$ cat config.mk
export PLATFORM = sky130hd
export DESIGN_NAME = mq_context_manager
export DESIGN_NICKNAME = d
export VERILOG_FILES = /design/src/rtl/mq_pkg.sv /design/src/rtl/mq_prob_table.sv /design/src/rtl/mq_context_manager.sv
export SDC_FILE = /design/constraint.sdc
export NUM_CORES = 1
export LEC_CHECK = 0
export ABC_AREA = 1
export CORE_MARGIN = 2
export CORE_UTILIZATION = 46
export DETAILED_ROUTE_END_ITERATION = 12
export PLACE_DENSITY = 0.64
export SYNTH_ARGS = -nofsm -noshare
export SYNTH_HDL_FRONTEND = slang
export SYNTH_SLANG_ARGS = --single-unit
$ cat constraint.sdc
create_clock -name clk_i -period 2.47 [get_ports clk_i]
set_input_delay 0.494 -clock clk_i [delete_from_list [all_inputs] [get_ports clk_i]]
set_output_delay 0.494 -clock clk_i [all_outputs]
set_load 0.005 [all_outputs]
$ cat src/rtl/mq_pkg.sv
// mq_pkg: shared constants, context state type and initial-state helper for the MQ context manager
package mq_pkg;
    localparam int NUM_STATES = 47;
    localparam int QE_W       = 16;
    localparam int IDX_W      = 6;
    localparam int NUM_CX     = 19;
    localparam int CX_W       = 5;

    localparam logic [CX_W-1:0] CX_ZC0 = 5'd0;
    localparam logic [CX_W-1:0] CX_RL  = 5'd17;
    localparam logic [CX_W-1:0] CX_UNI = 5'd18;
    localparam logic [CX_W-1:0] CX_MAX = CX_W'(NUM_CX - 1);

    typedef struct packed {
        logic [IDX_W-1:0] idx;
        logic             mps;
    } cx_state_t;

    localparam cx_state_t ZC0_INIT = '{idx: 6'd4,  mps: 1'b0};
    localparam cx_state_t RL_INIT  = '{idx: 6'd3,  mps: 1'b0};
    localparam cx_state_t UNI_INIT = '{idx: 6'd46, mps: 1'b0};

    function automatic cx_state_t init_state(input logic [CX_W-1:0] cx);
        return (cx == CX_ZC0) ? ZC0_INIT :
               (cx == CX_RL)  ? RL_INIT  :
               (cx == CX_UNI) ? UNI_INIT : '0;
    endfunction
endpackage

$ cat src/rtl/mq_prob_table.sv
// mq_prob_table: combinational 47-entry MQ probability ROM (Qe, next-MPS, next-LPS, switch)
module mq_prob_table
    import mq_pkg::*;
(
    input  logic [IDX_W-1:0] idx_i,
    output logic [QE_W-1:0]  qe_o,
    output logic [IDX_W-1:0] nmps_o,
    output logic [IDX_W-1:0] nlps_o,
    output logic             switch_o
);
    localparam logic [QE_W-1:0] QE [NUM_STATES] = '{
        16'h5601, 16'h3401, 16'h1801, 16'h0AC1, 16'h0521, 16'h0221, 16'h5601, 16'h5401,
        16'h4801, 16'h3801, 16'h3001, 16'h2401, 16'h1C01, 16'h1601, 16'h5601, 16'h5401,
        16'h5101, 16'h4801, 16'h3801, 16'h3401, 16'h3001, 16'h2801, 16'h2401, 16'h2201,
        16'h1C01, 16'h1801, 16'h1601, 16'h1401, 16'h1201, 16'h1101, 16'h0AC1, 16'h09C1,
        16'h08A1, 16'h0521, 16'h0441, 16'h02A1, 16'h0221, 16'h0141, 16'h0111, 16'h0085,
        16'h0049, 16'h0025, 16'h0015, 16'h0009, 16'h0005, 16'h0001, 16'h5601};
    localparam logic [IDX_W-1:0] NMPS [NUM_STATES] = '{
        6'd1,  6'd2,  6'd3,  6'd4,  6'd5,  6'd38, 6'd7,  6'd8,  6'd9,  6'd10, 6'd11, 6'd12,
        6'd13, 6'd29, 6'd15, 6'd16, 6'd17, 6'd18, 6'd19, 6'd20, 6'd21, 6'd22, 6'd23, 6'd24,
        6'd25, 6'd26, 6'd27, 6'd28, 6'd29, 6'd30, 6'd31, 6'd32, 6'd33, 6'd34, 6'd35, 6'd36,
        6'd37, 6'd38, 6'd39, 6'd40, 6'd41, 6'd42, 6'd43, 6'd44, 6'd45, 6'd45, 6'd46};
    localparam logic [IDX_W-1:0] NLPS [NUM_STATES] = '{
        6'd1,  6'd6,  6'd9,  6'd12, 6'd29, 6'd33, 6'd6,  6'd14, 6'd14, 6'd14, 6'd17, 6'd18,
        6'd20, 6'd21, 6'd14, 6'd14, 6'd15, 6'd16, 6'd17, 6'd18, 6'd19, 6'd19, 6'd20, 6'd21,
        6'd22, 6'd23, 6'd24, 6'd25, 6'd26, 6'd27, 6'd28, 6'd29, 6'd30, 6'd31, 6'd32, 6'd33,
        6'd34, 6'd35, 6'd36, 6'd37, 6'd38, 6'd39, 6'd40, 6'd41, 6'd42, 6'd43, 6'd46};
    localparam logic [NUM_STATES-1:0] SWITCH = 47'h0000_0000_4041;

    assign qe_o     = QE[idx_i];
    assign nmps_o   = NMPS[idx_i];
    assign nlps_o   = NLPS[idx_i];
    assign switch_o = SWITCH[idx_i];
endmodule

$ cat src/rtl/mq_context_manager.sv
// mq_context_manager: per-context MQ probability state lookup/update with code-block init sweep
module mq_context_manager
    import mq_pkg::*;
(
    input  logic             clk_i,
    input  logic             rst_ni,
    input  logic             init_i,
    output logic             init_done_o,
    input  logic             in_valid_i,
    output logic             in_ready_o,
    input  logic [CX_W-1:0]  in_cx_i,
    input  logic             in_d_i,
    output logic             out_valid_o,
    input  logic             out_ready_i,
    output logic [QE_W-1:0]  out_qe_o,
    output logic             out_mps_o,
    output logic [CX_W-1:0]  out_cx_o,
    output logic [IDX_W-1:0] out_idx_o
);
    localparam logic ST_RUN  = 1'b0;
    localparam logic ST_INIT = 1'b1;

    logic             state_q, state_d;
    logic [CX_W-1:0]  cnt_q, cnt_d;
    cx_state_t        ctx_q [NUM_CX];
    cx_state_t        ctx_d [NUM_CX];
    logic             valid_q, valid_d;
    logic [QE_W-1:0]  qe_q, qe_d;
    logic             mps_q, mps_d;
    logic [CX_W-1:0]  cx_q, cx_d;
    logic [IDX_W-1:0] idx_q, idx_d;
    logic             done_q, done_d;

    cx_state_t        ent, upd;
    logic             cx_ok, hit, accept, sw;
    logic [QE_W-1:0]  qe;
    logic [IDX_W-1:0] nmps, nlps;

    mq_prob_table u_table (
        .idx_i   (ent.idx),
        .qe_o    (qe),
        .nmps_o  (nmps),
        .nlps_o  (nlps),
        .switch_o(sw)
    );

    assign cx_ok      = in_cx_i <= CX_MAX;
    assign ent        = cx_ok ? ctx_q[in_cx_i] : '0;
    assign hit        = in_d_i == ent.mps;
    assign upd        = '{idx: hit ? nmps : nlps, mps: ent.mps ^ (!hit && sw)};
    assign in_ready_o = (state_q == ST_RUN) && !init_i && (!valid_q || out_ready_i);
    assign accept     = in_valid_i && in_ready_o;

    // Next state: init sweep writes one entry per cycle, otherwise commit the accepted update
    always_comb begin
        state_d = state_q;
        cnt_d   = cnt_q;
        ctx_d   = ctx_q;
        valid_d = valid_q;
        qe_d    = qe_q;
        mps_d   = mps_q;
        cx_d    = cx_q;
        idx_d   = idx_q;
        done_d  = 1'b0;
        if (state_q == ST_INIT) begin
            ctx_d[cnt_q] = init_state(cnt_q);
            cnt_d        = cnt_q + 1'b1;
            if (cnt_q == CX_MAX) begin
                state_d = ST_RUN;
                cnt_d   = '0;
                done_d  = 1'b1;
            end
        end else if (init_i) begin
            state_d = ST_INIT;
            cnt_d   = '0;
            valid_d = 1'b0;
        end else begin
            if (valid_q && out_ready_i) valid_d = 1'b0;
            if (accept) begin
                valid_d = 1'b1;
                qe_d    = qe;
                mps_d   = hit;
                cx_d    = in_cx_i;
                idx_d   = ent.idx;
                if (cx_ok) ctx_d[in_cx_i] = upd;
            end
        end
    end

    // State registers; reset loads every context with its initial probability state
    always_ff @(posedge clk_i or negedge rst_ni) begin
        if (!rst_ni) begin
            state_q <= ST_RUN;
            cnt_q   <= '0;
            valid_q <= 1'b0;
            qe_q    <= '0;
            mps_q   <= 1'b0;
            cx_q    <= '0;
            idx_q   <= '0;
            done_q  <= 1'b0;
            for (int k = 0; k < NUM_CX; k++) ctx_q[k] <= init_state(CX_W'(k));
        end else begin
            state_q <= state_d;
            cnt_q   <= cnt_d;
            valid_q <= valid_d;
            qe_q    <= qe_d;
            mps_q   <= mps_d;
            cx_q    <= cx_d;
            idx_q   <= idx_d;
            done_q  <= done_d;
            ctx_q   <= ctx_d;
        end
    end

    // Out-of-range context ids are a protocol violation by the source
    assert property (@(posedge clk_i) disable iff (!rst_ni) accept |-> cx_ok);

    assign out_valid_o = valid_q;
    assign out_qe_o    = qe_q;
    assign out_mps_o   = mps_q;
    assign out_cx_o    = cx_q;
    assign out_idx_o   = idx_q;
    assign init_done_o = done_q;
endmodule

---- Yosys cells after proc, flatten, opt, wreduce, memory -nomap -nowiden ----
Memory sizes are Yosys's and may differ from the RTL's. A register that Yosys moved wholly into a read port is not among the register bits.
Cells that the tools add are included.
operators by class
  $add $sub $neg .......................... 1
  $lt $le $gt $ge ......................... 7
  eq/ne operators ......................... 4
  muxes and demuxes ....................... 34
  bitwise logic cells ..................... 6
  reduce and logical (&&, ||, !) cells .... 20
operators with widths
  kind                 number
  $mux 133             4
  $bwmux 133           2
  $demux 7 s5          2
  $mux 7               8
  $bmux 7 s5           1
  $mux 6               5
  $mux 5               3
  $ge 6x6->1 const B   2
  $lt 6x1->1 const B   2
  $not 5->6            2
  $eq 5x5->1 const B   2
  $mux 1               9
  $ge 7x7->1 const B   1
  $logic_and 1x1->1    7
  $lt 6x7->1 const B   1
  $not 6->7            1
  $reduce_and 3->1     2
  $reduce_bool 2->1    3
  $add 5x1->5 const B  1
  $le 5x5->1 const B   1
  $logic_not 5->1      1
  $logic_not 1->1      4
  $reduce_bool 3->1    1
  $ne 2x1->1 const B   1
  other kinds (5)      6
storage, ports and cells
  flip-flop bits (word level) ............. 153
  memory bits (read-only) ................. 1,856
  input bits .............................. 11
  output and inout port bits .............. 31
  word-level logic and storage cells ...... 121
  memories ................................ 4
memories
  memory           words  bits a word  rd ports  clocked after Yosys merged registers in  wr ports  line                 text
  (no name shown)  64     16           1         1                                        0         mq_prob_table.sv:30  assign qe_o = QE[idx_i];
  (no name shown)  64     6            1         0                                        0         mq_prob_table.sv:31  assign nmps_o = NMPS[idx_i];
  (no name shown)  64     6            1         0                                        0         mq_prob_table.sv:32  assign nlps_o = NLPS[idx_i];
  (no name shown)  64     1            1         0                                        0         mq_prob_table.sv:33  assign switch_o = SWITCH[idx_i];

---- Logic depth before layout (Yosys ltp) ----
Gate-level depths: netlist (run 1).
  depth in word-level cells ............... 15
  mapped depth ............................ 23
  depth with buffers taken out ............ 21

---- By module ----
A second synthesis (run 1) with hierarchy kept.
unflattened totals
  cell total of the unflattened synthesis .. 1,285
  area total of the unflattened synthesis .. 9,517.9 sq um
modules (own cells, without submodules)
  module              times used  cells an instance  area an instance (sq um)  sequential area each (sq um)
  mq_context_manager  1           1,062              8,354.3                   4,237.8
  mq_prob_table       1           223                1,163.6                   0.0

---- Worst setup path before layout (run 1) ----
OpenSTA, ideal clock, no wires.
  path type ............................... input port to flip-flop
  from .................................... in in_cx_i[0]
  to ...................................... reg ctx_q[33] in the netlist's numbering
  setup time .............................. 0.117 ns
  arrival ................................. 2.806 ns
  required time ........................... 2.353 ns
  path slack .............................. -0.454 ns
  cell stages on the path ................. 18
  path buffers ............................ 5
  cell sequence ........................... buf_6 nand2_4 inv_2 buf_6 nand2_1 nand3_1 nand2_1 nand2_2 nor2_1 buf_6 buf_2 ha_1 or2_2 a21oi_1 o21ai_4 buf_6 nand3_1 nand2_1
between the ends
  cells in the longest elaborated chain, start to end .. 15
  elaborated cells on any way between the ends .. 27
  classes of those cells .................. order compare: 3; eq/ne: 1; mux: 16; bitwise: 2; reduce/logical: 3; memory: 2
RTL lines
  item                                        line                                                text
  start, declared                             mq_context_manager.sv:11                            input logic [CX_W-1:0] in_cx_i,
  $not 5->6 (not written as such)             mq_context_manager.sv:48, mq_context_manager.sv:85
  $bmux 7 s5                                  mq_context_manager.sv:48                            assign ent = cx_ok ? ctx_q[in_cx_i] : '0;
  $mux 7 (not written as such) (2 in series)  mq_context_manager.sv:48
  $mux 7                                      mq_context_manager.sv:48
  $not 6->7 (not written as such)             mq_prob_table.sv:31, mq_prob_table.sv:32
  $mem_v2 64x6 (on tied branches)             n/a
  $mux 6 (on tied branches) (2 in series)     mq_prob_table.sv:32, mq_prob_table.sv:31
  $mux 6                                      mq_context_manager.sv:50                            assign upd = '{idx: hit ? nmps : nlps, mps: ent.mps ^ (!hit && sw)};
  $bwmux 133                                  mq_context_manager.sv:85                            if (cx_ok) ctx_d[in_cx_i] = upd;
  $mux 133                                    mq_context_manager.sv:85
  $mux 133                                    mq_context_manager.sv:79                            if (accept) begin
  $mux 133                                    mq_context_manager.sv:73                            end else if (init_i) begin
  $mux 133                                    mq_context_manager.sv:65                            if (state_q == ST_INIT) begin
  end signal, assigned                        mq_context_manager.sv:111                           ctx_q <= ctx_d;
  end, declared                               mq_context_manager.sv:25                            cx_state_t ctx_q [NUM_CX];
Parallel ways exist; a longest one is shown, timed or not. The select of a mux whose other input is x is not followed.
A chain may end at the register's enable or synchronous reset.

---- Worst setup path after layout (run 1) ----
  from .................................... in in_cx_i[0]
  to ...................................... reg ctx_q[105] in the netlist's numbering
between the ends
  cells in the longest elaborated chain, start to end .. 14
  elaborated cells on any way between the ends .. 24
  classes of those cells .................. order compare: 3; eq/ne: 1; mux: 12; bitwise: 2; reduce/logical: 5; memory: 1
RTL lines
  item                                                                    line
  $not 5->6 (not written as such)                                         mq_context_manager.sv:48, mq_context_manager.sv:85
  $bmux 7 s5                                                              mq_context_manager.sv:48
  $mux 7 (not written as such) (2 in series)                              mq_context_manager.sv:48
  $mux 7                                                                  mq_context_manager.sv:48
  $mem_v2 64x1 / $eq 1x1->1 (equally long branches)                       n/a
  $mux 1 (not written as such) / $logic_not 1->1 (equally long branches)  mq_prob_table.sv:33, mq_context_manager.sv:50
  $logic_and 1x1->1                                                       mq_context_manager.sv:50
  $xor 1x1->1                                                             mq_context_manager.sv:50
  $bwmux 133                                                              mq_context_manager.sv:85
  $mux 133                                                                mq_context_manager.sv:85
  $mux 133                                                                mq_context_manager.sv:79
  $mux 133                                                                mq_context_manager.sv:73
  $mux 133                                                                mq_context_manager.sv:65
Parallel ways exist; a longest one is shown, timed or not. The select of a mux whose other input is x is not followed.

==> results_dict.tcl, run 1 <==
set metrics [dict create \
    status "finished with violations" \
    violations "setup timing" \
    dp_cells 1770 \
    switching_share 0.3617 \
    yosysWarnings 0 \
    p_comb_frac 0.388 \
    pin_count 42 \
    cts_made_buffers 17 \
    firstDrtPassIters 6 \
    htree_num_levels 4 \
    core_area_sq_um 20230 \
    seqPwrFrac 0.343 \
    synth.area.top_cells "dfrtp_1 (42%), nand2_1 (21%), nand3_1 (4.1%)" \
    hold_violations 0 \
    dr_total_vias 10430 \
    cap_violations 0 \
    avgSynthCellArea_sq_um 7.363 \
    synth_cells 1287 \
    max_stage_delay_ps 300 \
    routed_wl_microns 38150 \
    cp.required_ps 2780 \
    yosys-top-cells-count "nand2_1 (522), dfrtp_1 (160), inv_1 (100)" \
    initial_core_util 0.4683 \
    multi_input_area_sq_um 5388 \
    area_delta_synth_final_pct 48.49 \
    seqCellArea_sq_um 4188 \
    fmax_mhz 381.5 \
    ys.flop_type "dfrtp_1" \
    period_needed_ps 2621 \
    synth_most_common_cell "nand2_1" \
    viasPerCell 5.603 \
    die_w_microns 147.5 \
    slew_violations 0 \
    setup_viol 73 \
    worstSkewPairLatency_ps 440 \
    cpMostUsedCell "nand2_1" \
    final_layout_size_suffix_gt1_frac 0.3407 \
    final_util 0.6955 \
    path_delay_family "simple AND/OR/NAND/NOR gates" \
    worstSetupStartpointType "input port" \
    grt_pass1_wl_microns 53880 \
    async_flop_share 1.000 \
    dp_hpwl_microns 24710 \
    p_sw_mw 3.733 \
    place_congestion 0.9722 \
    period_share 1.061 \
    grtUsageTotal 0.3220 \
    power_frac_clock 0.269 \
    p_leak_nw 7.220 \
    crit_path_cell_trace "buf_12 -> buf_12 -> buf_6 -> nand2_2 -> nand2_1 -> nand2_1 -> nand3_1 -> nand2_1 -> nand2_2 -> nor2_4 -> ha_2 -> inv_2 -> nor2_4 -> nand2_4 -> nand2_4 -> a21oi_2 -> a31oi_4 -> clkbuf_16 -> o22ai_1" \
    cts.clk_slew.worst_paths_ps 70 \
    crit_type "input port to flop" \
    critPathBufInv 5 \
    peakVddDrop_mv 0.6580 \
    die_area_sq_um 21770 \
    ys_ff_latch 167 \
    rsz0062_at_grt "true" \
    min_path_type "input port to asynchronous set/reset pin" \
    ys_types 48 \
    yosysTopAreaCellShare 0.4225 \
    grt_max_degree 63 \
    cts_root_buf "clkbuf_16" \
    synth_seq_area_share 0.4419 \
    power_mw 10.32 \
    clock_path_buffers 2 \
    crit_slowest_cell "a31oi_4" \
    powerDensity_nw_per_um2 733.4 \
    intPower_mw 6.588 \
    die_y_microns 147.5 \
    cts.sinks 167 \
    grt_overflow 0 \
    drtAntennaViolNets 0 \
    finalNetCount 1606 \
    rows 52 \
    cp.arrival_ps 2930 \
    drc_errors 0 \
    layoutNonFillerInstCount 1862 \
    relSlewSlack 0.5839 \
    finalClockSkew_ps 17.85 \
    routedWlPerCell_microns 20.49 \
    end_kind "flop" \
    io_buffer_count 39 \
    layout_setup_ws_ps -151.0 \
    worst_slew_pin_slew_ps 624.2 \
    critPathMaxFanout 9 \
    grt_antenna_before_repair 0 \
    first_global_vias 9706 \
    nFillCells 1604 \
    cts_tree "yes" \
    netlist_area_sq_um 9477 \
    synth_edf_count 0 \
    netlist.top_cell.by_area "dfrtp_1" \
    drt_iter0_drc 1168 \
]
## power groups by stage
stage	Sequential [mW]	Combinational, mW	Clock, mW
final	3.54	4.00	2.78
after global routing	3.58	4.23	2.92
after CTS	3.53	3.28	2.80
after detailed placement	3.58	3.02	0
after global placement	3.57	3.00	0
after floorplan	3.49	1.61	0
## cells in the final DEF (no fill, tap or decap), types with 8 or more instances in the layout
| master | Yosys | layout |
|---|---|---|
| nand3_1 | 78 | 61 |
| inv_2 | 19 | 23 |
| o22ai_1 | 19 | 19 |
| o21ai_2 | 5 | 27 |
| nand3_2 | 2 | 12 |
| nand2_2 | 9 | 58 |
| ha_1 | 17 | 10 |
| o21ai_1 | 30 | 32 |
| buf_6 | 11 | 27 |
| clkdlybuf4s50_1 | 0 | 33 |
| nor2_1 | 72 | 61 |
| nor2_4 | 4 | 20 |
| a21oi_2 | 1 | 10 |
| inv_1 | 100 | 92 |
| clkbuf_16 | 0 | 28 |
| o211ai_1 | 11 | 11 |
| o21ai_0 | 71 | 46 |
| nor3_1 | 10 | 10 |
| a21oi_1 | 44 | 34 |
| nor2_2 | 13 | 8 |
| dfrtp_1 | 160 | 160 |
| nand2_1 | 522 | 452 |
| buf_4 | 12 | 205 |
| buf_12 | 0 | 25 |
| nand2_4 | 4 | 25 |
## through the flow
| step | area, sq um | TNS (ps) | hold slack, ps | setup WS (ps) |
|---|---|---|---|---|
| floorplan | 9629 | -3669 | 198.4 | -120.2 |
| global placement | 11840 | -126470 | 454.6 | -1053 |
| detailed placement | 11840 | -130080 | 465.3 | -1034 |
| global route | 14070 | -10930 | 82.02 | -208.2 |
| finish | 14070 | -5051 | 35.64 | -151.0 |
| CTS | 12930 | 0 | 59.98 | 2.568 |
## logic make-up after synthesis
logic type	Yosys count	share of synthesized area
flops	167	0.4419
other cells	1	0.0003957
compound gates	209	0.1319
fa+ha+maj	17	0.02244
buf+inv	160	0.07816
xor+xnor	1	0.0009244
simple gates	732	0.3243
## state kept, by name (all words and copies together) (netlist names)
signal and flops:
cnt_q 5, ctx_q 133, init_done_o 1, out_cx_o 5, out_idx_o 6, out_mps_o 1
out_qe_o 14, out_valid_o 1, state_q 1
## worst register-to-register path: cells and delay by family, from the launching register on
family,cells,cell delay [ps]
and+or+nand+nor,10,1060
AOI/OAI and AO/OA,3,460
DFF,1,410
buffers and inverters,2,320
adders and majority gates,1,220
## cell type report
type / count / area share
clock inverter: 13 / 0.01129
clock buffer: 19 / 0.03148
tap: 270 / 0.02401
antenna: 1 / 0.0001778
sequential: 167 / 0.2976
multi-input combinational: 963 / 0.3829
timing repair buffer: 310 / 0.2196
inverter: 119 / 0.03299
## routing by layer
layer  wire (microns)  vias up  track usage
met1            15530     4917       0.4533
met2            16790      619       0.5128
met4             2189        0       0.1106
met3             3645      167      0.04537
li1                 -     4729            -
met5                0        -            0
## worst paths after layout
kind                              from          end  slack, ps  cells past startpoint
max in group asynchronous       rst_ni     ctx_q[2]       1710                      2
min in group clk_i          in_cx_i[3]  out_cx_o[3]        450                      3
min reg2reg                out_cx_o[3]  out_cx_o[3]        480                      2
max reg2reg                  ctx_q[72]   ctx_q[105]       -120                     16
max                         in_cx_i[0]   ctx_q[105]       -150                     19
min                             rst_ni    ctx_q[95]         40                      1
## what timing repair did
item | in CTS | in global routing
cloned | 4 | 15
hold buffers | 0 | 0
setup endpoints to repair | 145 | 135
pin swaps | 17 | 54
gates resized for setup | 79 | 195
setup buffers | 15 | 26
Power figures use the tool's default switching activity.
==> run 2: changes to the inputs <==
--- a/config.mk
+++ b/config.mk
@@ -8,6 +8,7 @@
 export ABC_AREA = 1
 export CORE_MARGIN = 2
 export CORE_UTILIZATION = 46
+export CTS_BUF_LIST = sky130_fd_sc_hd__clkbuf_4 sky130_fd_sc_hd__clkbuf_8 sky130_fd_sc_hd__clkbuf_16
 export DETAILED_ROUTE_END_ITERATION = 12
 export PLACE_DENSITY = 0.64
 export SYNTH_ARGS = -nofsm -noshare
==> results_dict.tcl, run 2 (synthesis results as in run 1) <==
set metrics [dict create \
    viasPerCell 5.635 \
    routed_wl_microns 38060 \
    cts.clk_slew.worst_paths_ps 70 \
    regToRegStartpoint "ctx_q[121]" \
    worst_slew_pin_slew_ps 624.9 \
    rsz0062_at_grt "true" \
    area_delta_synth_final_pct 48.53 \
    dp_hpwl_microns 24710 \
    powerDensity_nw_per_um2 734.4 \
    relSlewSlack 0.5834 \
    final_util 0.6956 \
    cts_made_buffers 17 \
    core_area_sq_um 20230 \
    end_kind "flop" \
    critPathMaxFanout 8 \
    htree_num_levels 4 \
    mostFrequentLayoutCells "nand2_1 (452), buf_4 (205), dfrtp_1 (160)" \
    r2r_end "ctx_q[105]" \
    endpoint "ctx_q[66]" \
    ff2ff_setup_slack_ps -110 \
    intPower_mw 6.600 \
    switching_share 0.3616 \
    p_comb_frac 0.387 \
    drc_errors 0 \
    peakVddDrop_mv 0.6610 \
    reg2reg_depth 16 \
    violations "setup timing" \
    layoutNonFillerInstCount 1862 \
    drtAntennaViolNets 0 \
    routedWlPerCell_microns 20.44 \
    period_needed_ps 2605 \
    initial_core_util 0.4683 \
    grt_max_degree 63 \
    status "finished with violations" \
    period_share 1.055 \
    worstSkewPairLatency_ps 440 \
    final_layout_size_suffix_gt1_frac 0.3413 \
    cts.sinks 167 \
    cap_violations 0 \
    grt_pass1_wl_microns 53880 \
    hold_violations 0 \
    seqPwrFrac 0.343 \
    setup_viol 61 \
    finalNetCount 1606 \
    cp-startpoint "in_cx_i[0]" \
    slew_violations 0 \
    dr_total_vias 10490 \
    p_sw_mw 3.738 \
    place_congestion 0.9722 \
    die_area_sq_um 21770 \
    pin_count 42 \
    crit_type "input port to flop" \
    grt_antenna_before_repair 0 \
    cts_tree "yes" \
    firstDrtPassIters 5 \
    cts_root_buf "clkbuf_16" \
    power_mw 10.34 \
    cp.required_ps 2800 \
    dp_cells 1770 \
    die_w_microns 147.5 \
    top_register "ctx_q" \
    finalClockSkew_ps 18.34 \
    min_path_type "input port to asynchronous set/reset pin" \
    rows 52 \
    layout_setup_ws_ps -135.0 \
    largest_reg_flops 133 \
    clock_path_buffers 2 \
    power_frac_clock 0.270 \
    die_y_microns 147.5 \
    fmax_mhz 383.9 \
    drt_iter0_drc 1101 \
    cp.arrival_ps 2930 \
    first_global_vias 9708 \
    layout_commonest_cell "nand2_1" \
    worstSetupStartpointType "input port" \
    grtUsageTotal 0.3220 \
    grt_overflow 0 \
    io_buffer_count 39 \
    p_leak_nw 7.223 \
]
==> run 2: cell counts in the layout (fill, tap and decap cells not counted) <==
Identical to the previous run, type by type.
==> run 2: critical path, stage by stage <==
cell and delay, ps:
buf_12 120, inv_8 90, buf_12 140, nor2_4 60, buf_4 140, buf_4 130
nand2_1 50, nand2_1 60, o21ai_2 220, nand3_1 160, nor2_2 150, buf_6 170
nor2_4 50, o211ai_1 300, nand2_4 140, buf_12 160, clkbuf_16 150, nand2_1 70
nand2_1 60
==> run 2: how the worst min path moves through the flow <==
stage                     slack, ps           to
after detailed placement        470    ctx_q[94]
after CTS                        60   ctx_q[102]
after global routing             80    ctx_q[94]
after floorplan                 200     cnt_q[0]
after global placement          450  out_qe_o[0]
final                            40    ctx_q[95]
==> run 2: cell type report <==
| class | instances | area (sq um) |
|---|---|---|
| well taps | 270 | 337.8 |
| fillers | 1604 | 6158 |
| clock buffers | 19 | 446.7 |
| diodes | 1 | 2.502 |
| repair buffers | 310 | 3090 |
| clock inverters | 13 | 158.9 |
| multi-input cells | 963 | 5388 |
| flip-flops and latches | 167 | 4188 |
| inverters | 119 | 464.2 |
==> run 2: power by group through the flow <==
stage	combinational (mW)	sequential [mW]	clock [mW]
2_1_floorplan	1.61	3.49	0
3_3_place_gp	3.00	3.57	0
3_5_place_dp	3.02	3.58	0
4_1_cts	3.28	3.53	2.82
5_1_grt	4.23	3.58	2.93
6_report	4.00	3.54	2.79
==> run 2: routing by layer <==
metal / global-route usage / up-vias / share of wire
met5: 0 / - / 0
li1: - / 4728 / -
met4: 0.1106 / 0 / 0.057
met1: 0.4533 / 4908 / 0.41
met2: 0.5128 / 683 / 0.44
met3: 0.04537 / 173 / 0.095
==> run 2: through the flow <==
stage | setup TNS [ps] | setup slack, ps | instance area [sq um] | hold slack (ps)
after CTS | 0 | 2.568 | 12930 | 59.98
after global placement | -126470 | -1053 | 11840 | 454.6
after global routing | -10920 | -208.2 | 14070 | 82.02
after floorplan | -3669 | -120.2 | 9629 | 198.4
after detailed placement | -130080 | -1034 | 11840 | 465.3
final | -3645 | -135.0 | 14080 | 36.10
==> run 2: timing repair <==
item,4_1_cts,5_1_grt
gates cloned,4,15
endpoints found under the setup margin,145,135
hold buffers,0,0
resized for setup,79,196
setup buffers,15,26
pin swaps,17,54
==> run 3: changes to the inputs <==
--- a/config.mk
+++ b/config.mk
@@ -6,7 +6,6 @@
 export NUM_CORES = 1
 export LEC_CHECK = 0
 export ABC_AREA = 1
-export CORE_MARGIN = 2
 export CORE_UTILIZATION = 46
 export CTS_BUF_LIST = sky130_fd_sc_hd__clkbuf_4 sky130_fd_sc_hd__clkbuf_8 sky130_fd_sc_hd__clkbuf_16
 export DETAILED_ROUTE_END_ITERATION = 12
==> results_dict.tcl, run 3 (synthesis results as in run 1) <==
set metrics [dict create \
    dr_total_vias 10470 \
    area_delta_synth_final_pct 50.54 \
    slew_violations 0 \
    routedWlPerCell_microns 20.61 \
    firstDrtPassIters 6 \
    path_delay_family "buffers and inverters" \
    worstSetupStartpointType "input port" \
    routed_wl_microns 38310 \
    fmax_mhz 396.4 \
    cp.arrival_ps 2840 \
    dpl_cell_area_sq_um 11900 \
    finalClockSkew_ps 11.01 \
    largest_reg_flops 133 \
    rsz0062_at_grt "true" \
    layout_commonest_cell "nand2_1" \
    setup_viol 64 \
    grt_pass1_wl_microns 56170 \
    regToRegStartpoint "ctx_q[65]" \
    reg2reg_depth 18 \
    critPathBufInv 7 \
    worstSkewPairLatency_ps 440 \
    first_global_vias 9939 \
    clock_path_buffers 2 \
    cp.required_ps 2780 \
    viasPerCell 5.633 \
    crit_type "input port to flop" \
    final_layout_size_suffix_gt1_frac 0.3619 \
    core_area_sq_um 20230 \
    stdcell_area_sq_um 14270 \
    die_w_microns 145.5 \
    period_share 1.021 \
    cts.sinks 167 \
    dp_cells 1769 \
    die_area_sq_um 21180 \
    peakVddDrop_mv 0.5251 \
    nFillCells 1593 \
    io_buffer_count 39 \
    dp_hpwl_microns 24770 \
    min_path_type "input port to asynchronous set/reset pin" \
    finalNetCount 1604 \
    hold_violations 0 \
    grtUsageTotal 0.3478 \
    worst_slew_pin_slew_ps 675.2 \
    status "finished with violations" \
    use_met3 0.06583 \
    max_stage_delay_ps 280 \
    pin_count 42 \
    ff2ff_setup_slack_ps -40 \
    use_met2 0.5264 \
    ctsHoldBuffers 0 \
    cts.clk_slew.worst_paths_ps 70 \
    grt_antenna_before_repair 1 \
    die_y_microns 145.5 \
    r2r_end "ctx_q[129]" \
    cts_root_buf "clkbuf_16" \
    busiest_layer "met2" \
    drc_errors 0 \
    final_util 0.7050 \
    grt_max_degree 54 \
    grt_overflow 0 \
    powerDensity_nw_per_um2 731.7 \
    setup_tns_ps -1287 \
    relSlewSlack 0.5482 \
    cpMostUsedCell "nand2_1" \
    crit_path_cell_trace "buf_12 -> inv_4 -> bufbuf_16 -> nand2_1 -> nand2_1 -> nand2_1 -> nand2_1 -> nand2_2 -> nand2_2 -> nor2_4 -> nand2_4 -> buf_6 -> ha_4 -> nand2_4 -> nor2_4 -> o211ai_4 -> buf_6 -> nand3_4 -> inv_4 -> clkbuf_16 -> o22ai_2" \
    power_mw 10.44 \
    drt_iter0_drc 1259 \
    critPathMaxFanout 11 \
    layoutNonFillerInstCount 1859 \
    top_register "ctx_q" \
    place_congestion 0.9605 \
    grt_util_met1 0.4770 \
    cts_made_buffers 17 \
    p_leak_nw 7.299 \
    cap_violations 0 \
    htree_num_levels 4 \
    antenna_cells 0 \
    violations "setup timing" \
    mostFrequentLayoutCells "nand2_1 (448), buf_4 (198), dfrtp_1 (160)" \
    crit_slowest_cell "bufbuf_16" \
    place_ws_ps -1043 \
    cts_tree "yes" \
    rows 52 \
    end_kind "flop" \
    period_needed_ps 2523 \
    holdWs_ps 8.004 \
    drtAntennaViolNets 0 \
    layout_setup_ws_ps -52.71 \
    initial_core_util 0.4683 \
]
run 3: final cells by class:
| type | instances | area [sq um] | area share |
|---|---|---|---|
| Timing Repair Buffer | 309 | 3153 | 0.2210 |
| Sequential cell | 167 | 4188 | 0.2935 |
| Multi-Input combinational cell | 962 | 5507 | 0.3860 |
| Tap cell | 270 | 337.8 | 0.02368 |
| Clock buffer | 19 | 446.7 | 0.03131 |
| Inverter | 119 | 471.7 | 0.03306 |
| Clock inverter | 13 | 162.7 | 0.01140 |
run 3: what timing repair did:
item                                    in CTS  in global routing
pin swaps                                   26                 68
resized for setup                           77                238
setup buffers                               26                 21
endpoints found under the hold margin        0                  0
endpoints found under the setup margin     147                136
cloned                                       6                  9
run 3: per-layer routing:
layer  vias up  routed length [microns]
met1      5000                    15400
met5         -                       13
met2       573                    16820
met3       168                     3729
met4         2                     2348
li1       4729                        -
run 3: where the power goes:
part	switching, mW	internal (mW)	total (mW)
Combinational	2.25	1.81	4.07
Clock	1.25	1.56	2.82
Sequential	0.318	3.23	3.55
run 3: worst max-delay path by stage:
stage / start / end / slack [ps] / cells after the start
floorplan: in_cx_i[0] / ctx_q[31] / -120 / 21
global route: ctx_q[85] / ctx_q[93] / -150 / 20
global placement: in_cx_i[0] / ctx_q[36] / -1000 / 24
CTS: in_cx_i[0] / ctx_q[67] / -20 / 23
detailed placement: in_cx_i[0] / ctx_q[36] / -1040 / 23
finish: in_cx_i[0] / ctx_q[62] / -50 / 21
